## src/rtl/mii_tx_framer.sv

```systemverilog
// mii_tx_framer -- transmit-side MII framer.
// Takes a byte stream (valid/ready with a last flag) and drives a 4-bit MII
// transmit interface: 15 preamble nibbles, SFD, data low nibble first, zero
// pad up to MIN_FRAME bytes, CRC-32 FCS, then IFG_NIBBLES idle nibble-times.
// A missing byte (underrun) or a frame longer than MAX_FRAME is aborted with a
// single phy_tx_err cycle followed by the normal inter-frame gap.
//
// Ports:
//   clk         PHY tx clock, one nibble per cycle
//   rst         synchronous active-high reset
//   tx_data     byte to transmit
//   tx_valid    tx_data/tx_last valid
//   tx_last     current byte is the final data byte of the frame
//   tx_ready    byte accepted on this cycle's edge when tx_valid && tx_ready
//   phy_tx_en   MII transmit enable
//   phy_txd     MII transmit nibble
//   phy_tx_err  MII transmit error (only in the abort cycle)
//   busy        high in every state except IDLE
module mii_tx_framer #(
  parameter int MIN_FRAME   = 60,
  parameter int MAX_FRAME   = 1514,
  parameter int IFG_NIBBLES = 24
) (
  input  logic       clk,
  input  logic       rst,
  input  logic [7:0] tx_data,
  input  logic       tx_valid,
  input  logic       tx_last,
  output logic       tx_ready,
  output logic       phy_tx_en,
  output logic [3:0] phy_txd,
  output logic       phy_tx_err,
  output logic       busy
);

  localparam logic [3:0] S_IDLE  = 4'd0;
  localparam logic [3:0] S_PRE   = 4'd1;
  localparam logic [3:0] S_SFD   = 4'd2;
  localparam logic [3:0] S_DLO   = 4'd3;
  localparam logic [3:0] S_DHI   = 4'd4;
  localparam logic [3:0] S_PAD   = 4'd5;
  localparam logic [3:0] S_FCS   = 4'd6;
  localparam logic [3:0] S_ABORT = 4'd7;
  localparam logic [3:0] S_IFG   = 4'd8;

  localparam logic [10:0] MIN_C    = 11'(MIN_FRAME);
  localparam logic [10:0] MAX_C    = 11'(MAX_FRAME);
  localparam logic [15:0] IFG_LAST = 16'(IFG_NIBBLES - 1);

  logic [3:0]  state;
  logic [7:0]  byte_q;
  logic        last_q;
  logic [10:0] byte_cnt;
  logic [10:0] byte_cnt_inc;
  logic [15:0] cnt;
  logic [31:0] crc;
  logic        pad_hi;

  // Reflected CRC-32, one nibble per call, bit 0 first.
  function automatic logic [31:0] crc_nib(input logic [31:0] c, input logic [3:0] d);
    logic [31:0] r;
    r = c;
    for (int i = 0; i < 4; i++) begin
      if (r[0] ^ d[i]) r = (r >> 1) ^ 32'hEDB88320;
      else             r = r >> 1;
    end
    return r;
  endfunction

  assign byte_cnt_inc = (byte_cnt == 11'h7FF) ? byte_cnt : byte_cnt + 11'd1;

  // Every output is a register; each branch below loads the values that the
  // next cycle presents on the pins.
  always_ff @(posedge clk) begin
    if (rst) begin
      state      <= S_IDLE;
      tx_ready   <= 1'b0;
      phy_tx_en  <= 1'b0;
      phy_txd    <= 4'h0;
      phy_tx_err <= 1'b0;
      busy       <= 1'b0;
      crc        <= 32'hFFFFFFFF;
      byte_cnt   <= 11'd0;
      cnt        <= 16'd0;
      byte_q     <= 8'h00;
      last_q     <= 1'b0;
      pad_hi     <= 1'b0;
    end else begin
      tx_ready   <= 1'b0;
      phy_tx_err <= 1'b0;
      case (state)
        S_IDLE: begin
          if (tx_valid) begin
            state     <= S_PRE;
            phy_tx_en <= 1'b1;
            phy_txd   <= 4'h5;
            busy      <= 1'b1;
            cnt       <= 16'd0;
            crc       <= 32'hFFFFFFFF;
            byte_cnt  <= 11'd0;
          end
        end
        S_PRE: begin
          if (cnt == 16'd14) begin
            state    <= S_SFD;
            phy_txd  <= 4'hD;
            tx_ready <= 1'b1;
          end else begin
            cnt <= cnt + 16'd1;
          end
        end
        S_DLO: begin
          state    <= S_DHI;
          phy_txd  <= byte_q[7:4];
          crc      <= crc_nib(crc, byte_q[7:4]);
          // No further byte is requested after the last one or at the length
          // limit; the limit case then falls into the abort below.
          tx_ready <= !last_q && (byte_cnt != MAX_C);
        end
        // SFD always offers tx_ready, so last_q is never consulted there.
        S_SFD, S_DHI: begin
          if (tx_ready) begin
            if (tx_valid) begin
              state    <= S_DLO;
              byte_q   <= tx_data;
              last_q   <= tx_last;
              byte_cnt <= byte_cnt_inc;
              phy_txd  <= tx_data[3:0];
              crc      <= crc_nib(crc, tx_data[3:0]);
            end else begin
              state      <= S_ABORT;
              phy_txd    <= 4'h0;
              phy_tx_err <= 1'b1;
            end
          end else if (!last_q) begin
            state      <= S_ABORT;
            phy_txd    <= 4'h0;
            phy_tx_err <= 1'b1;
          end else if (byte_cnt < MIN_C) begin
            state   <= S_PAD;
            pad_hi  <= 1'b0;
            phy_txd <= 4'h0;
            crc     <= crc_nib(crc, 4'h0);
          end else begin
            state   <= S_FCS;
            cnt     <= 16'd0;
            phy_txd <= ~crc[3:0];
            crc     <= crc >> 4;
          end
        end
        S_PAD: begin
          if (!pad_hi) begin
            pad_hi   <= 1'b1;
            byte_cnt <= byte_cnt_inc;
            phy_txd  <= 4'h0;
            crc      <= crc_nib(crc, 4'h0);
          end else if (byte_cnt < MIN_C) begin
            pad_hi  <= 1'b0;
            phy_txd <= 4'h0;
            crc     <= crc_nib(crc, 4'h0);
          end else begin
            state   <= S_FCS;
            cnt     <= 16'd0;
            phy_txd <= ~crc[3:0];
            crc     <= crc >> 4;
          end
        end
        // The CRC register is consumed as a shift register during FCS.
        S_FCS: begin
          if (cnt == 16'd7) begin
            state     <= S_IFG;
            cnt       <= 16'd0;
            phy_tx_en <= 1'b0;
            phy_txd   <= 4'h0;
          end else begin
            cnt     <= cnt + 16'd1;
            phy_txd <= ~crc[3:0];
            crc     <= crc >> 4;
          end
        end
        S_ABORT: begin
          state     <= S_IFG;
          cnt       <= 16'd0;
          phy_tx_en <= 1'b0;
          phy_txd   <= 4'h0;
        end
        S_IFG: begin
          if (cnt == IFG_LAST) begin
            state <= S_IDLE;
            busy  <= 1'b0;
          end else begin
            cnt <= cnt + 16'd1;
          end
        end
        default: begin
          state     <= S_IDLE;
          phy_tx_en <= 1'b0;
          phy_txd   <= 4'h0;
          busy      <= 1'b0;
        end
      endcase
    end
  end

endmodule

```

## config.mk

```make
export PLATFORM = sky130hd
export DESIGN_NAME = mii_tx_framer
export DESIGN_NICKNAME = d
export VERILOG_FILES = /design/src/rtl/mii_tx_framer.sv
export SDC_FILE = /design/constraint.sdc
export NUM_CORES = 1
export LEC_CHECK = 0
export CELL_PAD_IN_SITES_DETAIL_PLACEMENT = 1
export CELL_PAD_IN_SITES_GLOBAL_PLACEMENT = 1
export CORE_MARGIN = 1.5
export CORE_UTILIZATION = 50
export CTS_CLUSTER_DIAMETER = 30
export DETAILED_ROUTE_END_ITERATION = 8
export GPL_ROUTABILITY_DRIVEN = 0
export PLACE_DENSITY = 0.87
export SETUP_SLACK_MARGIN = 0.4
export SLEW_MARGIN = 20
export SYNTH_ARGS = -nofsm -noshare
export SYNTH_HDL_FRONTEND = slang
export SYNTH_SLANG_ARGS = --single-unit
export TNS_END_PERCENT = 20
```

## constraint.sdc

```tcl
create_clock -name clk -period 7 [get_ports clk]
set_clock_uncertainty 0.05 [all_clocks]
set_input_delay 0.7 -clock clk [delete_from_list [all_inputs] [get_ports clk]]
set_output_delay 0.7 -clock clk [all_outputs]
set_load 0.01 [all_outputs]
```

==> flow_summary_export.csv <==
group,metric,value,unit
status,status,"finished, final reports clean",
global_route,overflow,0,
flow_run,maxCapViolCount,0,
timing,tightest_slew,962.4,ps
clock_network,h-tree-depth,3,
worst_setup_path,worstPathRequired,7210,ps
synth,netlist_area,5191,sq um
die,rows,37,
clock_network,cts-resized-gates,0,
global_route,grt_pass1_vias,5346,
die,die_area,11000,sq um
timing,period_needed,3639,ps
synth,avgSynthCellArea,8.086,sq um
timing,finalCritPeriodShare,0.5199,
synth,synth.top_cell.area_share,0.2969,
global_route,antenna_found_initial,0,
drt,wl_per_cell,22.18,um
clock_network,clock-root-buffer,"clkbuf_8",
worst_setup_path,r2r_setup_slack,3360,ps
layout,drive_above_1_share,0.05790,
timing,report.final.slew_viol_count,0,
worst_setup_path,start_kind,"flip-flop",
pwr,p_total,0.002171,W
clock_network,cts_setup_buffers,0,
worst_setup_path,critPathMaxFanout,23,
layout,antenna_cells,0,
worst_hold_path,min_from,"cnt[15]$_SDFFE_PP0P_",
die,chipHeight,104.9,um
drt,drc,0,
global_route,grt_util_all_layers,0.3182,
drt,drt-met1-wl,7077,um
placement,hpwl,12510,um
synth,yosys.area.top_type,"dfxtp_1",
placement,port_buffers,19,
worst_setup_path,path_class,"flip-flop to flip-flop",
pwr,vdd_drop_max,0.1930,mV
clock_network,cts_made_buffers,9,
global_route,grt_max_degree,33,
synth,ys_seq_elements,77,
layout,fin_area,5649,sq um
clock_network,cts_tree,"built",
layout,nets,650,
pwr,p_leak,1.948,nW
drt,drt-total-wl,17190,um
synth,yosysSeqAreaShare,0.2969,
drt,top_layer,"met4",
global_route,grt_pass1_wl,27810,um
clock_network,clock-sinks,77,
die,pin_count,20,
clock_network,max-clock-path-buffers,2,
layout,final_cell_mix,"dfxtp_1, nor2_1, a21oi_1",
synth,synth.distinct_cells,75,
timing,slew_headroom,0.3560,
synth,syn_nets,658,
synth,async_flop_share,0,
worst_hold_path,hold_class,"flip-flop to flip-flop",
die,core_region_area,10180,sq um
synth,synth.area.top_cells,"dfxtp_1, xnor2_1, nor2_1, a21oi_1, nand2_1",
drt,vias,5238,
timing,rsz0062_at_grt,"false",
placement,placed_cells,759,
clock_network,clkTransAtPathRegs,90,ps
worst_setup_path,critPathCaptureType,"flip-flop",
drt,wl_met3,955,um
die,chipWidth,104.9,um
layout,layout_commonest_cell,"dfxtp_1",
timing,setup_viol,0,
placement,place_area,5410,sq um
synth,synth_edf_count,0,
timing,hold_slack,435.1,ps
layout,area_growth,8.821,%
clock_network,cts_hold_buf,0,
synth,synth_ff_type,"dfxtp_1",
worst_hold_path,min_to,"cnt[15]$_SDFFE_PP0P_",
drt,drt_pre_antenna_iters,5,
drt,wl_met2,8365,um
layout,finalNonFillerCells,775,
synth,ys_warn_count,0,
worst_setup_path,reg2reg_to,"crc[24]$_SDFFE_PP1P_",
worst_setup_path,arrival,3850,ps
timing,fmax,274.8,MHz
worst_setup_path,worst_r2r_path_depth,6,
drt,drtAntennaViolNets,0,
drt,drt_iter0_markers,334,
synth,synth_cells,642,
die,start_util,0.5097,
timing,fin_tns_setup,0,ps
worst_setup_path,reg2reg_from,"state[2]$_SDFFE_PP0P_",
timing,hold_viol,0,
pwr,powerDensity,384.3,nW/um^2
clock_network,insertion_delay,370,ps
drt,viasPerCell,6.759,
worst_hold_path,hold_path_depth,2,
==> registers in the layout (all words and copies together), names as in the netlist <==
| signal | cells |
|---|---|
| phy_tx_err | 1 |
| phy_txd | 4 |
| byte_cnt | 11 |
| byte_q | 4 |
| pad_hi | 1 |
| phy_tx_en | 1 |
| crc | 32 |
| cnt | 16 |
| last_q | 1 |
| state | 4 |
| busy | 1 |
| tx_ready | 1 |
==> cell usage after synthesis, types with 8 or more instances <==
cell and n:
mux2i_1 14, inv_1 17, nand4_1 11, nor4_1 13, clkbuf_1 32, or3_1 10
dfxtp_1 77, xor2_1 9, a211oi_1 13, o21ai_0 33, a21oi_1 45, o22a_1 8
xnor2_1 35, nor2_1 62, nand3_1 17, nand2b_1 11, nand2_1 44, o21a_1 8
nor3_1 18, nor2b_1 9
==> worst max-delay path by stage <==
stage,from,to,cells past startpoint
4_1_cts,state[2]$_SDFFE_PP0P_,crc[24]$_SDFFE_PP1P_,6
6_report,state[2]$_SDFFE_PP0P_,crc[24]$_SDFFE_PP1P_,6
3_3_place_gp,tx_data[3],crc[20]$_SDFFE_PP1P_,7
2_1_floorplan,tx_data[3],crc[20]$_SDFFE_PP1P_,7
5_1_grt,state[2]$_SDFFE_PP0P_,crc[24]$_SDFFE_PP1P_,6
3_5_place_dp,state[2]$_SDFFE_PP0P_,crc[24]$_SDFFE_PP1P_,6
==> per-stage QoR <==
step	setup WS [ps]	util
3_5_place_dp	3411	0.5312
5_1_grt	3120	0.5547
2_1_floorplan	4348	-
4_1_cts	3419	0.5547
3_3_place_gp	3600	0.5312
6_report	3361	0.5547
==> critical path: stages, from the launching register on <==
cell,delay (ps)
dfxtp_1,800
xor2_1,450
a22oi_1,650
o21ai_1,390
a2111oi_0,800
mux2i_1,180
o22a_1,210
==> power breakdown <==
group	total [W]	internal, W	switching [W]
registers	0.000612	0.000503	0.000109
logic	0.00114	0.000429	0.000715
clock network	0.000415	0.000237	0.000178
total	0.00217	0.00117	0.00100
==> final cells by class <==
cell class	count	area [sq um]
Fill cell	1244	4536
Multi-Input combinational cell	505	3407
Sequential cell	77	1541
Timing Repair Buffer	24	227.7
Tap cell	136	170.2
Clock buffer	10	127.6
Clock inverter	6	111.4
Inverter	17	63.81
==> logic make-up (layout without fill, tap and decap cells) <==
group / Yosys count / count (layout) / synth area share
compound gates: 193 / 193 / 0.2625
xor+xnor: 51 / 51 / 0.1048
fa+ha+maj: 4 / 4 / 0.009641
buf+inv: 60 / 57 / 0.04796
flops: 77 / 77 / 0.2969
mux: 15 / 15 / 0.02916
simple gates: 242 / 242 / 0.2490
==> routing by layer <==
| layer | global-route usage | vias to the layer above |
|---|---|---|
| met4 | 0.1751 | 0 |
| met1 | 0.3818 | 2563 |
| met5 | 0 | - |
| met3 | 0.05802 | 68 |
| met2 | 0.5355 | 201 |
| li1 | - | 2406 |
No activity file was read; power rests on OpenSTA's default activity.
